--- src/rtl/vga_pkg.sv ---
// Shared VGA mode definitions: logical modes, scaling and window geometry.
// With the default 640x480 raster this gives 320-wide scaled modes and a 40..440 letterbox.
package vga_pkg;

  typedef enum logic [1:0] {
    MODE_640x480 = 2'd0,
    MODE_320x240 = 2'd1,
    MODE_320x200 = 2'd2
  } vga_mode_t;

  typedef struct packed {
    logic [9:0] top;
    logic [9:0] bottom;
  } win_t;

  // Letterbox margin is 1/12 of the visible height (40 lines of 480)
  localparam logic [9:0] LBOX_DIV = 10'd12;

  function automatic logic mode_scale2(vga_mode_t m);
    return m != MODE_640x480;
  endfunction

  function automatic logic [9:0] mode_width(vga_mode_t m, logic [9:0] h_disp);
    return mode_scale2(m) ? {1'b0, h_disp[9:1]} : h_disp;
  endfunction

  function automatic win_t mode_window(vga_mode_t m, logic [9:0] v_disp);
    win_t w;
    w.top    = '0;
    w.bottom = v_disp;
    if (m == MODE_320x200) begin
      w.top    = v_disp / LBOX_DIV;
      w.bottom = v_disp - (v_disp / LBOX_DIV);
    end
    return w;
  endfunction

endpackage

--- src/rtl/vga_delay_line.sv ---
// Fixed-depth shift register for sync/enable alignment; depth 0 is a plain wire.
module vga_delay_line #(
  parameter int unsigned       DEPTH     = 2,
  parameter int unsigned       WIDTH     = 3,
  parameter logic [WIDTH-1:0]  RESET_VAL = '0
) (
  input  logic             clk_25mhz,
  input  logic             reset,
  input  logic [WIDTH-1:0] din,
  output logic [WIDTH-1:0] dout
);

  generate
    if (DEPTH == 0) begin : g_wire
      assign dout = din;
    end else begin : g_shift
      logic [WIDTH-1:0] stage [DEPTH];

      always_ff @(posedge clk_25mhz or posedge reset) begin
        if (reset) begin
          for (int unsigned i = 0; i < DEPTH; i++) stage[i] <= RESET_VAL;
        end else begin
          stage[0] <= din;
          for (int unsigned i = 1; i < DEPTH; i++) stage[i] <= stage[i-1];
        end
      end

      assign dout = stage[DEPTH-1];
    end
  endgenerate

endmodule

--- src/rtl/vga_timing_gen.sv ---
// VGA timing generator with frame-boundary mode switching, logical pixel
// coordinates, multiplier-free framebuffer addressing and pipeline-aligned sync.
module vga_timing_gen
  import vga_pkg::*;
#(
  parameter int unsigned H_DISPLAY  = 640,
  parameter int unsigned H_FRONT    = 16,
  parameter int unsigned H_SYNC     = 96,
  parameter int unsigned H_BACK     = 48,
  parameter int unsigned V_DISPLAY  = 480,
  parameter int unsigned V_FRONT    = 10,
  parameter int unsigned V_SYNC     = 2,
  parameter int unsigned V_BACK     = 33,
  parameter logic        HSYNC_POL  = 1'b0,
  parameter logic        VSYNC_POL  = 1'b0,
  parameter int unsigned PIPE_DELAY = 2,
  parameter int unsigned ADDR_W     = 19,
  parameter int unsigned MODE_INIT  = 2
) (
  input  logic              clk_25mhz,
  input  logic              reset,
  input  logic [1:0]        mode_sel,
  input  logic              mode_req,
  output logic              mode_ack,
  output logic [1:0]        mode_cur,
  output logic [9:0]        h_count,
  output logic [9:0]        v_count,
  output logic              fetch_en,
  output logic [9:0]        pix_x,
  output logic [9:0]        pix_y,
  output logic [ADDR_W-1:0] pix_addr,
  output logic              line_start,
  output logic              frame_start,
  output logic              hsync,
  output logic              vsync,
  output logic              display_enable
);

  localparam int unsigned H_TOTAL  = H_DISPLAY + H_FRONT + H_SYNC + H_BACK;
  localparam int unsigned V_TOTAL  = V_DISPLAY + V_FRONT + V_SYNC + V_BACK;
  localparam logic [9:0]  H_LAST   = 10'(H_TOTAL - 1);
  localparam logic [9:0]  V_LAST   = 10'(V_TOTAL - 1);
  localparam logic [9:0]  H_DISP   = 10'(H_DISPLAY);
  localparam logic [9:0]  V_DISP   = 10'(V_DISPLAY);
  localparam logic [9:0]  HS_START = 10'(H_DISPLAY + H_FRONT);
  localparam logic [9:0]  HS_END   = 10'(H_DISPLAY + H_FRONT + H_SYNC);
  localparam logic [9:0]  VS_START = 10'(V_DISPLAY + V_FRONT);
  localparam logic [9:0]  VS_END   = 10'(V_DISPLAY + V_FRONT + V_SYNC);
  localparam logic [2:0]  SYNC_IDLE = {~HSYNC_POL, ~VSYNC_POL, 1'b0};
  localparam logic [1:0]  MODE_INIT_BITS = 2'(MODE_INIT);
  localparam vga_mode_t   MODE_RST = vga_mode_t'(MODE_INIT_BITS);

  logic [9:0]        h, v;
  logic              line_end, frame_end;
  vga_mode_t         mode_q, pend_mode;
  logic              pend_valid;
  win_t              win;
  logic              scale2, v_in_win, in_win, second_line;
  logic [9:0]        rel_v;
  logic [ADDR_W-1:0] row_base;
  logic [2:0]        sync_raw, sync_s1, sync_out;

  assign h_count   = h;
  assign v_count   = v;
  assign mode_cur  = mode_q;
  assign line_end  = (h == H_LAST);
  assign frame_end = line_end && (v == V_LAST);

  always_ff @(posedge clk_25mhz or posedge reset) begin
    if (reset) begin
      h <= '0;
      v <= '0;
    end else if (line_end) begin
      h <= '0;
      v <= (v == V_LAST) ? '0 : v + 10'd1;
    end else begin
      h <= h + 10'd1;
    end
  end

  // A request landing on the swap cycle overwrites pending after the swap, so it waits a frame
  always_ff @(posedge clk_25mhz or posedge reset) begin
    if (reset) begin
      mode_q     <= MODE_RST;
      pend_mode  <= MODE_RST;
      pend_valid <= 1'b0;
      mode_ack   <= 1'b0;
    end else begin
      mode_ack <= 1'b0;
      if (frame_end && pend_valid) begin
        mode_q     <= pend_mode;
        mode_ack   <= 1'b1;
        pend_valid <= 1'b0;
      end
      if (mode_req && (mode_sel != 2'd3)) begin
        pend_mode  <= vga_mode_t'(mode_sel);
        pend_valid <= 1'b1;
      end
    end
  end

  always_comb begin
    win         = mode_window(mode_q, V_DISP);
    scale2      = mode_scale2(mode_q);
    rel_v       = v - win.top;
    v_in_win    = (v >= win.top) && (v < win.bottom);
    in_win      = v_in_win && (h < H_DISP);
    second_line = !scale2 || rel_v[0];
    sync_raw[2] = (h >= HS_START && h < HS_END) ? HSYNC_POL : ~HSYNC_POL;
    sync_raw[1] = (v >= VS_START && v < VS_END) ? VSYNC_POL : ~VSYNC_POL;
    sync_raw[0] = (h < H_DISP) && (v < V_DISP);
  end

  // row_base is zeroed on the last frame cycle so it reads 0 at the frame-start pixel
  always_ff @(posedge clk_25mhz or posedge reset) begin
    if (reset) begin
      fetch_en    <= 1'b0;
      pix_x       <= '0;
      pix_y       <= '0;
      pix_addr    <= '0;
      row_base    <= '0;
      line_start  <= 1'b0;
      frame_start <= 1'b0;
      sync_s1     <= SYNC_IDLE;
    end else begin
      fetch_en    <= in_win;
      pix_x       <= scale2 ? {1'b0, h[9:1]} : h;
      pix_y       <= scale2 ? {1'b0, rel_v[9:1]} : rel_v;
      line_start  <= (h == '0);
      frame_start <= (h == '0) && (v == '0);
      sync_s1     <= sync_raw;
      if (in_win) begin
        if (h == '0)
          pix_addr <= row_base;
        else if (!scale2 || !h[0])
          pix_addr <= pix_addr + ADDR_W'(1);
      end
      if (frame_end)
        row_base <= '0;
      else if (line_end && v_in_win && second_line)
        row_base <= row_base + ADDR_W'(mode_width(mode_q, H_DISP));
    end
  end

  vga_delay_line #(
    .DEPTH     (PIPE_DELAY),
    .WIDTH     (3),
    .RESET_VAL (SYNC_IDLE)
  ) u_delay (
    .clk_25mhz (clk_25mhz),
    .reset     (reset),
    .din       (sync_s1),
    .dout      (sync_out)
  );

  assign {hsync, vsync, display_enable} = sync_out;

endmodule

--- config.mk ---
export PLATFORM = sky130hd
export DESIGN_NAME = vga_timing_gen
export DESIGN_NICKNAME = d
export VERILOG_FILES = /design/src/rtl/vga_pkg.sv /design/src/rtl/vga_delay_line.sv /design/src/rtl/vga_timing_gen.sv
export SDC_FILE = /design/constraint.sdc
export NUM_CORES = 1
export LEC_CHECK = 0
export ABC_AREA = 1
export BUFFER_PORTS_ARGS = -buffer_cell sky130_fd_sc_hd__buf_2
export CORE_MARGIN = 3
export CORE_UTILIZATION = 50
export DETAILED_ROUTE_END_ITERATION = 7
export GPL_ROUTABILITY_DRIVEN = 0
export PLACE_DENSITY = 0.83
export SYNTH_ARGS = -nofsm -noshare
export SYNTH_HDL_FRONTEND = slang
export SYNTH_SLANG_ARGS = --single-unit
--- constraint.sdc ---
create_clock -name clk_25mhz -period 2.6 [get_ports clk_25mhz]
set_input_delay 0.13 -clock clk_25mhz [delete_from_list [all_inputs] [get_ports clk_25mhz]]
set_output_delay 0.13 -clock clk_25mhz [all_outputs]
set_load 0.1 [all_outputs]
# Word-level counts from Yosys, hierarchy flattened

Cells that the tools add are included.

Input port bits: 5
Flip-flop bits (word level): 96
Output and inout bits: 68
Bits in writable memories: 0
ROM bits: 0
Memories kept: 0
Word-level logic and storage cells: 70
Latch bits: 0

Reduce and logical (&&, ||, !) cells: 22
Shifts and indexed selects: 0
Multiplexer cells: 15
Multipliers: 0
Equal/unequal tests: 4
Add/subtract/negate cells: 5
$lt $le $gt $ge: 8
Div/mod/pow operators: 0
Bitwise gates (word level): 0

Operators by type and width:

| kind                    | count |
|---|---|
| $mux W19                | 4 |
| $mux W10                | 5 |
| $add A10 B1 Y10 const B | 2 |
| $eq A10 B10 Y1 const B  | 2 |
| $logic_not A10 Y1       | 2 |
| $lt A10 B10 Y1 const B  | 2 |
| $lt A10 B9 Y1 const B   | 2 |
| $add A19 B1 Y19 const B | 1 |
| $add A19 B10 Y19        | 1 |
| $mux W16                | 1 |
| $logic_and A1 B1 Y1     | 11 |
| $ge A10 B10 Y1          | 1 |
| $ge A10 B10 Y1 const B  | 1 |
| $ge A10 B9 Y1 const B   | 1 |
| $lt A10 B10 Y1          | 1 |
| $sub A10 B10 Y10        | 1 |
| $reduce_bool A2 Y1      | 4 |
| $mux W1                 | 5 |
| $eq A2 B2 Y1 const B    | 1 |
| $logic_not A1 Y1        | 2 |
| $logic_or A1 B1 Y1      | 2 |
| $ne A2 B2 Y1 const B    | 1 |
| $reduce_and A2 Y1       | 1 |

# Logic depth before layout (Yosys ltp)

Depth after elaboration: 8
Mapped depth: 13
Mapped depth without buffers: 12

# By module

A second synthesis with hierarchy kept.

Cell total of the unflattened synthesis: 642
Area total of the unflattened synthesis: 4959.8 sq um

By module, submodules not included:

| module         | cells each | times used | area each (sq um) | sequential area each (sq um) |
|---|---|---|---|---|
| vga_timing_gen | 632        | 1          | 4778.3            | 2107.0 |
| vga_delay_line | 10         | 1          | 181.4             | 155.1 |

# Worst setup path before layout

No wires, ideal clock.

Path type: register to register
Start point: register mode_q[0], in the netlist mode_cur[0]
End point: register row_base[14]
Setup time: 0.118 ns
Cell stages (with the launch flop): 12
Buffers on the path: 1
Required time: 2.482 ns
Arrival time: 2.710 ns
Setup slack: -0.227 ns
Clock period less this slack: 2.827 ns
Cells stage by stage: dfrtp_1 nor2_1 inv_1 clkbuf_1 ha_1 fa_1 nand3_1 nand3_1 nand2_1 xor2_1 nand3b_1 nand2_1

Cells in the longest elaborated chain, start to end: 7
Elaborated cells on any way between the ends: 15
Classes of those cells: add/sub: 1; order compare: 2; eq/ne: 1; mux: 4; reduce/logical: 7

Ends and longest elaborated chain:

| what                                                                     | line                  | text |
|---|---|---|
| start, declared                                                          | vga_timing_gen.sv:55  | `vga_mode_t mode_q, pend_mode;` |
| start signal, assigned                                                   | vga_timing_gen.sv:91  | `mode_q <= pend_mode;` |
| parallel branches: the longest is 7 deep, another holds $add A19 B10 Y19 | n/a                   |  |
| end signal, assigned                                                     | vga_timing_gen.sv:141 | `row_base <= row_base + ADDR_W'(mode_width(mode_q, H_DISP));` |
| end, declared                                                            | vga_timing_gen.sv:60  | `logic [ADDR_W-1:0] row_base;` |

Several ways; the timed one is not identified. The select of a mux whose other input is x is not followed.
A chain may end at the register's enable or synchronous reset.

# Worst setup path after layout

Start point: register mode_q[1], in the netlist mode_cur[1]
End point: register row_base[12]

The elaborated chain is that of the path after synthesis.

==> metrics.csv <==
metric,value,unit
status,"complete, no violations",
wire length after detailed routing,12000,um
number of warnings issued by yosys,0,
area fraction of the dominant cell type after synthesis,0.411,
post-route setup TNS,0,ps
total routing resource utilization after global routing,0.222,
initial antenna violation count,0,
maximum clock rate,436,MHz
post-route clock period utilization,0.882,
max-slew violation total from the final report,0,
fin crit period,2290,ps
top area cells in the synthesized netlist,"sky130_fd_sc_hd__dfrtp_1, sky130_fd_sc_hd__nand2_1, sky130_fd_sc_hd__nand3_1",
Initial DRT Pass Iterations,5,
category of the critical setup timing path,reg -> reg,
largest area contributor in the synthesized netlist,sky130_fd_sc_hd__dfrtp_1,
die boundary width,106,um
post-route clock skew,16.5,ps
number of I/O pins,73,
most common library cells after synthesis,"sky130_fd_sc_hd__nand2_1, sky130_fd_sc_hd__dfrtp_1, sky130_fd_sc_hd__inv_1",
starting utilization of the core area,0.528,
post-detailed-placement half-perimeter wirelength,8800,um
Cells after Synth,646,
clock tree root driver cell,sky130_fd_sc_hd__clkbuf_8,
CTS Sinks,90,
Final Net Count,739,
largest family of logic cells by synthesized area,simple AND/OR/NAND/NOR gates,
maximum fanout count along the critical path,6,
number of setup violations in the final report,0,
count of distinct cell types in the synthesized netlist,37,
Synth Cell Area,5000,um2
Main synth FF type,sky130_fd_sc_hd__dfrtp_1,
source-to-sink clock delay at the later pin of the worst-skew pair,360,ps
Avg Inst Size Synth,7.74,um2
CTS H-Tree Depth,3,
fraction of the mapped netlist area in compound gates,0.0518,
worst min path class,in -> reg,
largest net degree at the start of global routing,45,
initial drt markers,305,
share of layout cells above drive strength 1,0.178,
grt ovf,0,
RSZ-0062 raised after global routing,no,
largest vdd supply drop,300,uV
Antenna Violating Nets Remaining,0,
area overhead of the layout relative to synthesis,14.6,%
data required time of the critical path,2850,ps
Die Footprint,11200,um2
multiplexer share of the synthesized area,0,
die height,106,um
count of flip-flops with a built-in enable after synthesis,0,
post-layout util,0.606,
via count of the first global-routing pass,4315,
critical path capture point type,flip-flop,
post-synthesis adder-cell area fraction,0.0340,
Leak,2.95,nW
flip-flop and latch count after synthesis,90,
overall via count from detail_route,4562,
global-route wire length before repair,20300,um
Core Area,9460,um2
startpoint types,flip-flop,
register area share after synthesis,0.453,
maximum number of buffers from clock root to sink,2,
synthesized netlist net count,664,
Pwr Density,443,nW/um2
arrival time reported for the critical path endpoint,2550,ps
most frequent cell after synthesis,sky130_fd_sc_hd__nand2_1,
Via-to-Cell Ratio,5.34,
number of rows in the core area,35,
routed len/inst,14.1,um
count of port buffers added during placement,72,
ys async rst share,1.00,
CTS tree,yes,
max capacitance violation total,0,
"share of synthesized cell area in and, or, nand and nor gates",0.342,
Final Hold Viols,0,
tightest slew margin relative to the limit,0.363,
antenna diode count,0,
cts bufs inserted,9,
clock-pin slew on the worst setup and hold paths,90,ps
actual transition at the worst max-transition pin,953,ps
Synth Area in XOR/XNOR,0.0473,
Post-route DRC,0,
-- area by class of cell --
cell class | count | area (um2)
Sequential cell | 90 | 2270
Tap cell | 129 | 161
Clock buffer | 11 | 141
Timing Repair Buffer | 78 | 423
Multi-Input combinational cell | 470 | 2380
Inverter | 72 | 274
Fill cell | 836 | 3730
Clock inverter | 5 | 85.1
-- placed cells by master, fill, tap and decap left out, types with 2 or more instances in the layout --
cell type	count
sky130_fd_sc_hd__clkinvlp_4	2
sky130_fd_sc_hd__inv_1	63
sky130_fd_sc_hd__nand2_1	218
sky130_fd_sc_hd__xnor2_1	9
sky130_fd_sc_hd__nand2_2	4
sky130_fd_sc_hd__o21bai_1	4
sky130_fd_sc_hd__nand3b_1	8
sky130_fd_sc_hd__inv_2	7
sky130_fd_sc_hd__nor2_1	57
sky130_fd_sc_hd__buf_4	3
sky130_fd_sc_hd__clkbuf_8	10
sky130_fd_sc_hd__nor3_1	8
sky130_fd_sc_hd__inv_6	2
sky130_fd_sc_hd__nand3_2	4
sky130_fd_sc_hd__buf_2	72
sky130_fd_sc_hd__ha_1	12
sky130_fd_sc_hd__dfstp_2	7
sky130_fd_sc_hd__or2_2	2
sky130_fd_sc_hd__a21oi_1	7
sky130_fd_sc_hd__nand3_1	51
sky130_fd_sc_hd__dlygate4sd3_1	2
sky130_fd_sc_hd__bufinv_16	2
sky130_fd_sc_hd__nand4_1	12
sky130_fd_sc_hd__dfrtp_1	81
sky130_fd_sc_hd__xor2_1	18
sky130_fd_sc_hd__nand4_4	2
sky130_fd_sc_hd__nor2_2	5
sky130_fd_sc_hd__nor4_1	4
sky130_fd_sc_hd__o21ai_0	36
-- logic make-up (layout without fill, tap and decap cells) --
| kind of cell | count (synthesis) | in the layout |
|---|---|---|
| buf+inv | 86 | 166 |
| flops | 90 | 90 |
| simple gates | 381 | 381 |
| xor+xnor | 27 | 27 |
| fa+ha+maj | 13 | 13 |
| compound gates | 49 | 49 |
-- path summary, 6_finish.rpt --
kind	start	to	slack [ps]	cells after the start
setup / recovery	mode_cur[1]	row_base[12]	310	12
hold / removal	mode_sel[0]	pend_mode[0]	80	3
setup reg to reg	mode_cur[1]	row_base[12]	310	12
hold reg to reg	u_delay.g_shift.stage[3]	u_delay.dout[0]	360	0
max in group asynchronous	reset	pend_mode[1]	1300	4
min in group asynchronous	reset	line_start	520	3
-- metal layers --
metal | part of all wire | vias up | global-route usage
li1 | - | 2195 | -
met3 | 0.068 | 36 | 0.0449
met2 | 0.46 | 202 | 0.351
met5 | 0 | - | 0
met1 | 0.44 | 2129 | 0.305
met4 | 0.026 | 0 | 0.0823
-- state kept, by name, indices dropped and copies added (netlist names), 2 cells and up --
name and flops:
pend_mode 2, row_base 13, mode_cur 2, pix_addr 19, sync_s1 3, pix_y 10
pix_x 10, u_delay.g_shift.stage 3, h_count 10, v_count 10, u_delay.dout 3
-- where the power goes --
group / leakage (nW) / total (W) / internal [W] / switching [W]
logic: 1.67 / 0.0000416 / 0.0000103 / 0.0000314
registers: 1.17 / 0.00141 / 0.00140 / 0.00000199
clock network: 0.111 / 0.00109 / 0.000575 / 0.000513
-- worst max-delay path, cell delays in order (launching register included) --
cell                      delay (ps)
sky130_fd_sc_hd__dfstp_4         490
sky130_fd_sc_hd__nor2_2          220
sky130_fd_sc_hd__inv_1           100
sky130_fd_sc_hd__ha_1            240
sky130_fd_sc_hd__fa_1            440
sky130_fd_sc_hd__nand3_1         100
sky130_fd_sc_hd__nand3_1         170
sky130_fd_sc_hd__nand2_1         120
sky130_fd_sc_hd__o21ai_0          70
sky130_fd_sc_hd__o21ai_0          70
sky130_fd_sc_hd__inv_1            60
sky130_fd_sc_hd__nand3_1          60
sky130_fd_sc_hd__nand2_1          50
-- metrics by stage --
step                area, um2  setup slack [ps]  hold WS [ps]  total power, W  std cells
detailed placement       5480               326           339         0.00148        837
CTS                      5730               323          75.9         0.00256        855
floorplan                5010              76.8           257         0.00146        646
global placement         5480               434           337         0.00147        837
global route             5730               161           103         0.00262        855
finish                   5730               307          76.5         0.00254        855
-- timing repair --
action                                  in CTS  in global routing
buffers inserted                             0                  0
resized for setup                            0                  0
hold endpoints to repair                    35                  0
endpoints found under the setup margin       0                  0
hold buffers                                 2                  0
Note: power is estimated with default switching activity, not from simulation.
